**src/rtl/timing_menu_controller.sv**
```systemverilog
// -----------------------------------------------------------------------------
// timing_menu_controller
//
// Button-driven configuration front end for the traffic light FSM. Four raw
// push-buttons are synchronized and debounced, then drive a two-state
// browse/edit menu. Edits go into a shadow register. A commit copies the
// shadow into the selected timing output in one step, so the light FSM never
// sees a partially edited value.
//
// Optional build macro: AUTO_REPEAT_EN
//   When it is defined, holding up or down in EDIT auto-repeats the step.
//   When it is undefined, only press pulses change the shadow.
//
// Ports:
//   clk              system clock
//   rst_n            asynchronous active-low reset
//   btn_up           raw button, increment
//   btn_down         raw button, decrement
//   btn_next         raw button, next field (BROWSE) / cancel (EDIT)
//   btn_select       raw button, enter edit (BROWSE) / commit (EDIT)
//   green_duration   committed green time, seconds
//   yellow_duration  committed yellow time, seconds
//   red_holding      committed all-red time, seconds
//   menu_index       selected field: 0=green, 1=yellow, 2=red
//   edit_active      high while in EDIT
//   edit_value       shadow value in EDIT, committed value of the field otherwise
//   config_changed   one-cycle pulse on commit
// -----------------------------------------------------------------------------
module timing_menu_controller #(
  parameter int unsigned DEBOUNCE_CYCLES = 1_000_000,
  parameter logic [31:0] TIMEOUT_CYCLES  = 32'd1_000_000_000,
  parameter logic [7:0]  GREEN_RST       = 8'd5,
  parameter logic [7:0]  YELLOW_RST      = 8'd2,
  parameter logic [7:0]  RED_RST         = 8'd1,
  parameter logic [7:0]  GREEN_MIN       = 8'd1,
  parameter logic [7:0]  GREEN_MAX       = 8'd99,
  parameter logic [7:0]  YELLOW_MIN      = 8'd1,
  parameter logic [7:0]  YELLOW_MAX      = 8'd9,
  parameter logic [7:0]  RED_MIN         = 8'd0,
  parameter logic [7:0]  RED_MAX         = 8'd9
) (
  input  logic       clk,
  input  logic       rst_n,
  input  logic       btn_up,
  input  logic       btn_down,
  input  logic       btn_next,
  input  logic       btn_select,
  output logic [7:0] green_duration,
  output logic [7:0] yellow_duration,
  output logic [7:0] red_holding,
  output logic [1:0] menu_index,
  output logic       edit_active,
  output logic [7:0] edit_value,
  output logic       config_changed
);

  localparam int CW = $clog2(DEBOUNCE_CYCLES + 1);

  localparam logic [0:0] ST_BROWSE = 1'b0;
  localparam logic [0:0] ST_EDIT   = 1'b1;

  // Button index map: 0=up, 1=down, 2=next, 3=select.
  localparam int B_UP  = 0;
  localparam int B_DN  = 1;
  localparam int B_NX  = 2;
  localparam int B_SL  = 3;

  logic [3:0]    raw;
  logic [3:0]    sync1, sync2;
  logic [3:0]    level;
  logic [3:0]    press;
  logic [CW-1:0] db_cnt [4];

  assign raw = {btn_select, btn_next, btn_down, btn_up};

  // ---------------------------------------------------------------------------
  // Input conditioning. Each button has a 2-FF synchronizer. A counter then
  // measures how long the synchronized value has disagreed with the
  // debounced level. Once the counter has seen DEBOUNCE_CYCLES differing
  // cycles, the next differing cycle flips the level. A rising flip raises
  // press for exactly one cycle.
  // ---------------------------------------------------------------------------
  // NOTE: sequential state uses non-blocking assignments, so every flop in
  // this block samples values from before the edge. This is what makes
  // sync1 -> sync2 a real two-stage synchronizer.
  always_ff @(posedge clk or negedge rst_n) begin
    if (!rst_n) begin
      sync1 <= '0;
      sync2 <= '0;
      level <= '0;
      press <= '0;
      // NOTE: the small counter array is reset on purpose. These are a few
      // flops and not a RAM, and a clean start keeps the first press latency
      // deterministic.
      for (int i = 0; i < 4; i++) db_cnt[i] <= '0;
    end else begin
      sync1 <= raw;
      sync2 <= sync1;
      press <= '0;
      for (int i = 0; i < 4; i++) begin
        if (sync2[i] == level[i]) begin
          db_cnt[i] <= '0;
        end else if (db_cnt[i] == CW'(DEBOUNCE_CYCLES)) begin
          level[i]  <= sync2[i];
          press[i]  <= sync2[i];
          db_cnt[i] <= '0;
        end else begin
          db_cnt[i] <= db_cnt[i] + 1'b1;
        end
      end
    end
  end

  logic [0:0] state;
  logic [7:0] shadow;
  logic [31:0] idle_cnt;
  logic       step_up, step_down;

`ifdef AUTO_REPEAT_EN
  // ---------------------------------------------------------------------------
  // Auto-repeat. It runs only while exactly one of up/down is held in EDIT.
  // A fresh press pulse restarts the delay. The first step comes after
  // REPEAT_DELAY cycles, and later steps come every REPEAT_RATE cycles.
  // ---------------------------------------------------------------------------
  localparam int unsigned REPEAT_DELAY = 50_000_000;
  localparam int unsigned REPEAT_RATE  = 10_000_000;

  logic [31:0] rep_cnt;
  logic        rep_first;
  logic        hold_one;
  logic [31:0] rep_limit;
  logic        rep_fire;

  assign hold_one  = (state == ST_EDIT) && (level[B_UP] ^ level[B_DN]);
  assign rep_limit = rep_first ? 32'(REPEAT_DELAY - 1) : 32'(REPEAT_RATE - 1);
  assign rep_fire  = hold_one && !press[B_UP] && !press[B_DN] && (rep_cnt == rep_limit);

  always_ff @(posedge clk or negedge rst_n) begin
    if (!rst_n) begin
      rep_cnt   <= '0;
      rep_first <= 1'b1;
    end else if (!hold_one || press[B_UP] || press[B_DN]) begin
      rep_cnt   <= '0;
      rep_first <= 1'b1;
    end else if (rep_cnt == rep_limit) begin
      rep_cnt   <= '0;
      rep_first <= 1'b0;
    end else begin
      rep_cnt <= rep_cnt + 32'd1;
    end
  end

  assign step_up   = press[B_UP] | (rep_fire & level[B_UP]);
  assign step_down = press[B_DN] | (rep_fire & level[B_DN]);
`else
  assign step_up   = press[B_UP];
  assign step_down = press[B_DN];
`endif

  // ---------------------------------------------------------------------------
  // Menu FSM. Next-state logic is combinational. Every output is then loaded
  // from its next value, so the outputs come straight from flops.
  // ---------------------------------------------------------------------------
  logic [0:0]  state_n;
  logic [1:0]  menu_n;
  logic [7:0]  shadow_n, green_n, yellow_n, red_n, edit_value_n;
  logic [31:0] idle_n;
  logic        cfg_n;
  logic        acc_sel, acc_next, acc_up, acc_down, any_acc;
  logic [7:0]  cur_val, fmin, fmax, view_val;

  // Fixed priority: select > next > up > down. Losing pulses are dropped.
  assign acc_sel  = press[B_SL];
  assign acc_next = !press[B_SL] && press[B_NX];
  assign acc_up   = !press[B_SL] && !press[B_NX] && step_up;
  assign acc_down = !press[B_SL] && !press[B_NX] && !step_up && step_down;
  assign any_acc  = acc_sel | acc_next | acc_up | acc_down;

  // NOTE: every signal assigned in this block gets a default first. Without
  // that, some case branch would leave a signal unassigned and a latch would
  // be inferred.
  always_comb begin
    cur_val = green_duration;
    fmin    = GREEN_MIN;
    fmax    = GREEN_MAX;
    case (menu_index)
      2'd1: begin cur_val = yellow_duration; fmin = YELLOW_MIN; fmax = YELLOW_MAX; end
      2'd2: begin cur_val = red_holding;     fmin = RED_MIN;    fmax = RED_MAX;    end
      default: ;
    endcase
  end

  always_comb begin
    state_n  = state;
    menu_n   = menu_index;
    shadow_n = shadow;
    green_n  = green_duration;
    yellow_n = yellow_duration;
    red_n    = red_holding;
    idle_n   = idle_cnt;
    cfg_n    = 1'b0;
    case (state)
      ST_BROWSE: begin
        idle_n = '0;
        if (acc_sel) begin
          shadow_n = cur_val;
          state_n  = ST_EDIT;
        end else if (acc_next) begin
          menu_n = (menu_index == 2'd2) ? 2'd0 : menu_index + 2'd1;
        end
      end
      default: begin
        if (any_acc) begin
          idle_n = '0;
        end else if (idle_cnt == TIMEOUT_CYCLES - 32'd1) begin
          idle_n  = '0;
          state_n = ST_BROWSE;
        end else begin
          idle_n = idle_cnt + 32'd1;
        end
        if (acc_sel) begin
          case (menu_index)
            2'd1:    yellow_n = shadow;
            2'd2:    red_n    = shadow;
            default: green_n  = shadow;
          endcase
          cfg_n   = 1'b1;
          state_n = ST_BROWSE;
        end else if (acc_next) begin
          state_n = ST_BROWSE;
        end else if (acc_up) begin
          shadow_n = (shadow >= fmax) ? fmax : shadow + 8'd1;
        end else if (acc_down) begin
          shadow_n = (shadow <= fmin) ? fmin : shadow - 8'd1;
        end
      end
    endcase

    // Display value as it will look after this edge.
    case (menu_n)
      2'd1:    view_val = yellow_n;
      2'd2:    view_val = red_n;
      default: view_val = green_n;
    endcase
    edit_value_n = (state_n == ST_EDIT) ? shadow_n : view_val;
  end

  always_ff @(posedge clk or negedge rst_n) begin
    if (!rst_n) begin
      state           <= ST_BROWSE;
      menu_index      <= 2'd0;
      shadow          <= 8'd0;
      idle_cnt        <= '0;
      green_duration  <= GREEN_RST;
      yellow_duration <= YELLOW_RST;
      red_holding     <= RED_RST;
      edit_active     <= 1'b0;
      edit_value      <= GREEN_RST;
      config_changed  <= 1'b0;
    end else begin
      state           <= state_n;
      menu_index      <= menu_n;
      shadow          <= shadow_n;
      idle_cnt        <= idle_n;
      green_duration  <= green_n;
      yellow_duration <= yellow_n;
      red_holding     <= red_n;
      edit_active     <= (state_n == ST_EDIT);
      edit_value      <= edit_value_n;
      config_changed  <= cfg_n;
    end
  end

endmodule

```
**config.mk**
```make
export PLATFORM = sky130hd
export DESIGN_NAME = timing_menu_controller
export DESIGN_NICKNAME = d
export VERILOG_FILES = /design/src/rtl/timing_menu_controller.sv
export SDC_FILE = /design/constraint.sdc
export NUM_CORES = 1
export LEC_CHECK = 0
export ABC_CLOCK_PERIOD_IN_PS = 2790
export CAP_MARGIN = 20
export CORE_AREA = 4 4 122 124
export DETAILED_ROUTE_END_ITERATION = 7
export DIE_AREA = 0 0 126 128
export DONT_BUFFER_PORTS = 1
export PLACE_DENSITY = 0.79
export SYNTH_ARGS = -nofsm -noshare
export SYNTH_HDL_FRONTEND = slang
export SYNTH_SLANG_ARGS = --single-unit
```
**constraint.sdc**
```tcl
create_clock -name clk -period 2.79 [get_ports clk]
set_input_delay 0.558 -clock clk [delete_from_list [all_inputs] [get_ports clk]]
set_output_delay 0.558 -clock clk [all_outputs]
set_load 0.03 [all_outputs]
```
# --- Word-level counts from Yosys, hierarchy flattened ---
# Index checks and enable logic that the tools add are counted.
word_totals:
  wordCells: 115
  inputBits: 6
  reg_bits: 172
  out_inout_bits: 36
classes:
  bitwise: 7
  magnitude_cmp: 2
  add_sub_neg: 8
  n_eq_ne: 13
  mux: 52
  n_reduce_logical: 13
ops:
  columns: ["op", "count"]
  rows:
  - ["20-bit two-way mux", 8]
  - ["8-bit two-way mux", 18]
  - ["32-bit two-way mux", 3]
  - ["20-bit by 1-bit adder with 20-bit output (second input constant)", 4]
  - ["20-bit == test (second input constant)", 4]
  - ["32-bit by 1-bit adder with 32-bit output (second input constant)", 1]
  - ["32-bit by 30-bit == test with 1-bit output (second input constant)", 1]
  - ["8-bit case mux with 2 select lines", 2]
  - ["1-bit two-way mux", 16]
  - ["8-bit by 1-bit adder with 8-bit output (second input constant)", 1]
  - ["8-bit greater-or-equal comparator", 1]
  - ["8-bit less-or-equal comparator", 1]
  - ["2-bit two-way mux", 4]
  - ["2-bit AND reduction", 4]
  - ["8-bit by 1-bit subtractor with 8-bit output (second input constant)", 1]
  - ["7-bit two-way mux", 1]
  - ["1-bit logical AND", 5]
  - ["1-bit == test", 4]
  - ["2-bit by 1-bit == test with 1-bit output (second input constant)", 2]
  - ["2-bit == test (second input constant)", 2]
  - ["1-bit NOT", 4]
  - ["1-bit zero test", 3]
  - ["1-bit bitwise OR", 3]
  - ["2-bit by 1-bit adder with 2-bit output (second input constant)", 1]
  - ["2-bit OR reduction", 1]

# --- Longest topological paths before layout ---
logic_depth:
  ltp_word: 10
  depth_mapped: 12
  ltp_nobuf: 10

# --- Least setup slack after synthesis ---
# Ideal clock, no wire load.
synth_timing:
  path_type: "register to register"
  start: "register menu_index[0]"
  end: "register edit_value[4]"
  setup_slack_ns: 0.026
  synth_period_minus_slack_ns: 2.764
  arrival_time_ns: 2.639
  setup_ns: 0.125
  t_required_ns: 2.665
  stages_incl_launch_ff: 11
  n_path_buf: 0
  path_cell_list: "dfrtp_1 -> inv_1 -> ha_1 -> clkinv_1 -> ha_1 -> nand2_1 -> o211ai_1 -> nand2_1 -> a311oi_1 -> a21oi_1 -> mux2_2"
synth_between:
  elab_chain_cells: 10
  elab_cells_between_ends: 34
  cone_classes: "add/sub (1); order compare (2); eq/ne (4); mux (26); reduce/logical (1)"
synth_lines:
  columns: ["element", "line", "rtl"]
  rows:
  - ["from (decl)", "51", "output logic [1:0] menu_index,"]
  - ["from (signal assigned)", "262", "menu_index <= menu_n;"]
  - ["2-bit == test or 2-bit by 1-bit == test with 1-bit output (tied branches)", "186", "case (menu_index)"]
  - ["1-bit two-way mux or 2-bit OR reduction (tied branches)", null, null]
  - ["8-bit less-or-equal comparator or 7-bit two-way mux (tied branches)", "234, 186", null]
  - ["8-bit two-way mux or 8-bit greater-or-equal comparator (tied branches)", "234, 232", null]
  - ["8-bit two-way mux (on tied branches)", "233, 232", null]
  - ["8-bit two-way mux", "231", "end else if (acc_up) begin"]
  - ["8-bit two-way mux", "229", "end else if (acc_next) begin"]
  - ["8-bit two-way mux", "221", "if (acc_sel) begin"]
  - ["8-bit two-way mux (*)", "202", "case (state)"]
  - ["via shadow_n[4]", "166", "logic [7:0] shadow_n, green_n, yellow_n, red_n, edit_value_n;"]
  - ["8-bit two-way mux (*)", "245", "edit_value_n = (state_n == ST_EDIT) ? shadow_n : view_val;"]
  - ["via edit_value_n[4]", "166", null]
  - ["to (signal assigned)", "269", "edit_value <= edit_value_n;"]
  - ["to (decl)", "53", "output logic [7:0] edit_value,"]
# Mark *: on every way through the listed nets, which the timed path passes. The rest lies on a longest branch.
# A chain may end at the register's enable or synchronous reset.

# --- Worst setup path in the final report ---
layout_timing:
  start: "register menu_index[1]"
  end: "register edit_value[4]"
# The elaborated chain is that of the path after synthesis.

==> reports/qor.txt <==
Remaining antenna violation count -> 0
Gr usage total -> 23.7%
CTS clock-pin slew for the worst setup and hold paths -> 60 ps
Final Skew -> 6.46 ps
Violated checks -> negative hold slack
Share of cells above drive strength 1 -> 10.8%
Post-synthesis register bit count -> 172
Port buffer count -> 0
Layout area overhead -> 8.88%
H-tree Lvls -> 4
Total power -> 4.68 mW
Synth area leaders -> dfrtp_1 (48%), xor2_1 (6.7%), nor2_1 (6.4%), xnor2_1 (4.3%), nand2_1 (3.2%)
Num rows -> 43
Vias in the first global route -> 6398
Synth Flop Type -> dfrtp_1
EDFF count, synth -> 0
Type of origin of the critical path -> flip-flop
Data required, critical path -> 3090 ps
Syn Nets -> 920
VDD IR max -> 442 uV
Die X -> 126 um
Routability Congestion -> 0.940
Met2 wire length -> 8610 um
Max_cap viols -> 0
First-pass iteration count of the detailed router -> 5
DP Cell Count -> 1067
Synth cell types -> 65
Final period util -> 94.9%
Leak pwr -> 4.07 nW
Clock Path Buffers -> 2
Final #Nets -> 935
Largest net degree at the start of global routing -> 173
# IOs -> 42
Global-route wire length before repair -> 31300 um
Syn Inst Count -> 892
CP Cell Sequence -> inv_1, ha_2, clkinv_1, ha_1, nand2_1, o211ai_1, buf_4, nand2_2, a311oi_1, a21oi_1, mux2_2
Seq/Total Area, Yosys -> 49.3%
Endpoints failing hold -> 166
Fmax -> 378 MHz
WL final -> 18500 um
Clock Latency Late Sink -> 420 ps
CP max FO -> 11
Met3 routed WL -> 1440 um
Design area -> 9520 um^2
Tmin final -> 2650 ps
Initial antenna violation count -> 0
Fin util -> 69.1%
Hpwl dp -> 12400 um
Pwr dens -> 492 nW/um^2
Total gr overflow -> 0
Crit path buf inv count -> 3
Ant diodes -> 0
Status -> complete, but fails checks
Final WS setup -> 142 ps
# DRC -> 0
Wirelength per Cell -> 16.9 um
Commonest non-fill, non-tap cell in the layout -> dfrtp_1
Top cell type's share of synthesized area -> 47.5%
RSZ-0062 raised after global routing -> false
Vias per inst -> 5.95
Placed inst area -> 8990 um^2
Slowest stage delay, CP -> 470 ps
Final cell count without fillers -> 1097
Max-slew violations -> 0
Slowest-stage cell, CP -> ha_2
Clock Tree Root -> clkbuf_16
Die area -> 16100 um^2
Crit path DAT -> 2950 ps
Critical path endpoint category -> flip-flop
HP Class -> input port to async pin
CTS Buf Count -> 17
Family with the most delay on the worst path -> adder cells
Setup CP Type -> flip-flop to flip-flop
# setup viols final -> 0
Via count -> 6529
Total negative slack -> 0 ps
Syn Std Cell Area -> 8740 um^2
Top layer in use -> met4
Placement Setup Slack -> -51.6 ps
Most frequent cells in the layout -> dfrtp_1 (166), nor2_1 (148), nand2_1 (74)
Die H -> 128 um
DRT iter0 DRCs -> 663
CTS tree -> built
Clock Sinks -> 172
Worst Tran Pin Value -> 623 ps
Yosys warns -> 0
Initial Util -> 63.5%
Async SR Flop Fraction -> 100%
Relative slew slack -> 58.3%
Avg Cell Area, Syn -> 9.80 um^2
Core box area -> 13800 um^2
Final hold slack -> -168 ps
M1 wire length -> 8200 um
Biggest area consumer among synthesized cells -> dfrtp_1
==> cells by family (layout without fill, tap and decap cells) <==
group | Yosys count | count (layout) | share of synthesized area [%]
AOI/OAI and AO/OA | 93 | 93 | 7.16
xor gates and xnor gates | 110 | 110 | 11.0
adders and majority gates | 22 | 22 | 3.15
buffers and inverters | 58 | 83 | 3.06
DFF | 172 | 172 | 49.3
muxes | 26 | 26 | 3.35
and+or+nand+nor | 411 | 411 | 22.9
==> final timing paths <==
kind / from / end / slack (ps) / cells after the start
max in group asynchronous: rst_n / green_duration[2] / 2590 / 0
max reg2reg: menu_index[1] / edit_value[4] / 140 / 11
min: rst_n / idle_cnt[24] / -170 / 0
min reg2reg: sync1[2] / sync2[2] / 350 / 0
min in group clk: btn_down / sync1[1] / 160 / 0
max: menu_index[1] / edit_value[4] / 140 / 11
==> Yosys cell counts, types with 2 or more instances <==
library cell  number
a211oi_1           4
a21oi_1           22
a221o_1            3
a221oi_1           3
a22oi_1           12
a31oi_1            2
and2_1             6
and3_1            27
and4_1             2
and4b_1            2
buf_1              2
buf_2              4
buf_4              4
buf_6              4
clkbuf_1          16
dfrtp_1          166
dfstp_2            6
ha_1              22
inv_1             27
mux2_2            22
mux2i_1            3
nand2_1           75
nand2b_1           3
nand3_1           52
nand4_1           23
nor2_1           148
nor2b_1            3
nor3_1            21
nor3b_1            5
nor4_1            15
nor4b_1            9
o211ai_1           4
o21ai_0           26
o311ai_0           2
o31ai_1            2
or3_1              6
or4_4              2
or4b_2             2
xnor2_1           43
xor2_1            67
==> repair_timing <==
action | 4_1_cts | 5_1_grt
pin swaps | 0 | 1
hold endpoints to repair | 171 | 166
setup buffers | 0 | 1
gates resized for setup | 1 | 1
endpoints found under the setup margin | 1 | 3
==> layer usage <==
layer	vias to the layer above	global-route usage [%]
met4	0	7.07
li1	3123	-
met3	28	7.29
met2	235	36.6
met1	3143	32.8
met5	-	0
==> flip-flops by register name, indices dropped and copies added (netlist names) <==
register,flops
menu_index,2
press,4
idle_cnt,32
shadow,8
red_holding,8
edit_value,8
state,1
sync2,4
green_duration,8
level,4
sync1,4
config_changed,1
db_cnt,80
yellow_duration,8
==> where the power goes <==
part	switching [mW]	internal [mW]	total (mW)	leakage, nW
Sequential	0.0229	2.51	2.54	2.35
Combinational	0.0337	0.0213	0.0550	1.47
Clock	0.945	1.15	2.09	0.251
==> area by class of cell <==
cell class,instances,area (um^2)
Clock buffer,19,443
Clock inverter,10,70.1
Fill cell,1060,4260
Inverter,28,105
Multi-Input combinational cell,662,4170
Sequential cell,172,4310
Tap cell,180,225
Timing Repair Buffer,26,195
Power figures use the tool's default switching activity.
==> variant (config.mk and constraints unchanged) <==
Change the parameter `DEBOUNCE_CYCLES` from 1_000_000 to 4_000_000.
--- a/src/rtl/timing_menu_controller.sv
+++ b/src/rtl/timing_menu_controller.sv
@@ -28,5 +28,5 @@
 // -----------------------------------------------------------------------------
 module timing_menu_controller #(
-  parameter int unsigned DEBOUNCE_CYCLES = 1_000_000,
+  parameter int unsigned DEBOUNCE_CYCLES = 4_000_000,
   parameter logic [31:0] TIMEOUT_CYCLES  = 32'd1_000_000_000,
   parameter logic [7:0]  GREEN_RST       = 8'd5,
Behaviour: no difference found for any inputs over 10 cycles, from zero or initial values and one cycle with rst_n low; that may be too few to reach the edited logic, so the function may still have changed.
==> variant against the original RTL <==
The run still ends with negative hold slack left; synthesized area grew 5.3%; largest cell class unchanged; sequential power grew 4%; cell area grew 5.7%; sequential cell count grew 8; highest routed layer unchanged; worst setup slack lost 43 ps; total power grew 9.8%; fmax shrank 1.6%; wire length grew 4.3%.
==> variant: results (changes against the original RTL) <==
| Result | This run | Delta |
|:---|:---|:---|
| CTS clock-pin slew for the worst setup and hold paths | 70 ps |  |
| Overall routing resource usage | 25.07% | +1.3 points |
| Clock buffer count from CTS | 17 | unchanged |
| Number of antenna violations at the first check in global routing | 0 | unchanged |
| Hold Crit Class | in -> async |  |
| Most used standard cell by instance count after synthesis | dfrtp_1 |  |
| Half-perimeter wire length after placement | 13220 um | +6.5% |
| Crit path to | edit_value[1] |  |
| Number of distinct library cells after synthesis | 68 | +4.6% |
| Number of detailed-routing iterations run before antenna repair | 5 | unchanged |
| Count of filler cells inserted in the layout | 983 | -7.3% |
| Reg2reg setup slack | 100 ps | -40 ps |
| Worst setup path start | menu_index[1] |  |
| Buffer depth of the longest clock path | 2 | unchanged |
| Violated checks | negative hold slack |  |
| Worst clock skew | 9.870 ps | +3.406 ps |
| Number of H-tree levels | 4 | unchanged |
| First-iteration detailed-routing DRC count | 668 | +0.75% |
| Worst hold-check slack | -190.7 ps | -22.21 ps |
| Worst reg2reg endpoint | edit_value[1] |  |
| Max-slew headroom at the worst pin | 54.30% | -4.0 points |
| Registers with the most flip-flops | db_cnt (88), idle_cnt (32) |  |
| LEAKAGE | 0.004461 uW | +9.6% |
| Data arrival, critical path | 3020 ps | +70 ps |
| Layout cell share with drive strength beyond 1 | 10.54% | -0.25 points |
| Final net count | 954 | +2.0% |
| Net count of the mapped netlist | 955 | +3.8% |
| Max rail drop VDD | 0.4875 mV | +10% |
| Worst Reg2Reg Path Length in Cells | 11 | unchanged |
| Yosys Warn Count | 0 | unchanged |
| Most used standard cells in the synthesized netlist | dfrtp_1, nor2_1, xor2_1 |  |
| Final number of hold-violating endpoints | 174 | +4.8% |
| Outcome | complete, but fails checks |  |
| Max FO, Critical Path | 8 | -3 |
| Pin count of the biggest net entering global routing | 181 | +4.6% |
| Ant. Diodes | 0 | unchanged |
| Wire length of the first global-routing pass | 33010 um | +5.4% |
| Share of flip-flops with an asynchronous set or reset after synthesis | 100.0% | unchanged |
| Number of port buffers | 0 | unchanged |
| Post-synthesis sequential area ratio | 49.04% | -0.29 points |
| Clock latency on the worst-skew pair | 440 ps | +20 ps |
| Largest cells by area after synthesis | dfrtp_1, xor2_1, nor2_1 |  |
| Average wire per standard cell | 17.27 um | +2.3% |
| Number of antenna-violating nets in the routed design | 0 | unchanged |
| Placer Congestion | 0.8869 | -5.6% |
| Finished Layout Cells | 1119 | +2.0% |
| Post-Synthesis Cells | 927 | +3.9% |
| Vias | 6870 | +5.2% |
| Buffer cell driving the clock tree root | clkbuf_16 |  |
==> variant: changes by cell type in the layout (fill, tap and decap cells not counted), sizes merged, moves of 6 or more <==
cell   unedited run  this run
xnor2            43        37
buf              26        18
and4              3        12
dfrtp           166       174
and3             27        39
xor2             67        78
==> variant: critical path, cell delays in order, from the launching register on <==
cell     delay (ps)
dfrtp_2         410
inv_2            90
ha_4            230
buf_4           170
inv_1            80
ha_1            230
nor2_1          100
nor3_4          280
nor2_4          110
a32o_1          260
o32a_1          350
mux2_4          260
==> variant: timing repair <==
action,in CTS,in global routing
buffers inserted,0,1
resized for setup,0,4
endpoints found under the hold margin,180,175
setup endpoints to repair,0,3
==> variant: cells by family after synthesis <==
logic type / Yosys count / synth area share (%)
and+or+nand+nor: 426 / 23.56
DFF: 180 / 49.04
xor gates and xnor gates: 115 / 10.95
AOI/OAI and AO/OA: 95 / 7.222
buffers and inverters: 60 / 2.597
muxes: 29 / 3.645
adders and majority gates: 22 / 2.992
==> variant: per-layer routing <==
metal,up-vias,share of wire (%),track usage [%]
met5,-,0,0
met4,0,2.1,9.211
met3,39,5.4,5.458
met2,212,50,41.75
met1,3407,42,32.60
li1,3212,-,-
==> variant: power breakdown <==
group | internal, uW | switching (uW) | leakage (uW) | total [uW]
combinational | 20.2 | 35.7 | 0.00171 | 55.9
clock | 1290 | 1150 | 0.000292 | 2440
sequential | 2630 | 23.5 | 0.00246 | 2650
total | 3940 | 1210 | 0.00446 | 5150
==> variant: worst min path at each step <==
stage                      from                  to  slack, ps  depth (start not counted)
after global placement    rst_n        idle_cnt[31]        270                          0
after CTS                 rst_n  yellow_duration[4]       -210                          0
final                     rst_n        idle_cnt[27]       -190                          0
after global routing      rst_n        idle_cnt[27]       -210                          0
after detailed placement  rst_n        idle_cnt[27]        270                          0
after floorplan           rst_n      config_changed        260                          0
==> variant: area by class of cell <==
cell class	instances	area, um2	area share [%]
clock buffers	17	425.4	4.231
clock inverters	15	180.2	1.792
inverters	22	82.58	0.8214
multi-input cells	687	4491	44.67
flip-flops and latches	180	4514	44.90
well taps	180	225.2	2.240
repair buffers	18	135.1	1.344
==> variant: stage by stage <==
step                      area (um2)  worst slack (ps)
after floorplan                 9229             5.399
after global placement          9412             205.1
after detailed placement        9412             89.73
after CTS                      10020             64.85
after global routing           10050            -8.360
final                          10050             99.30
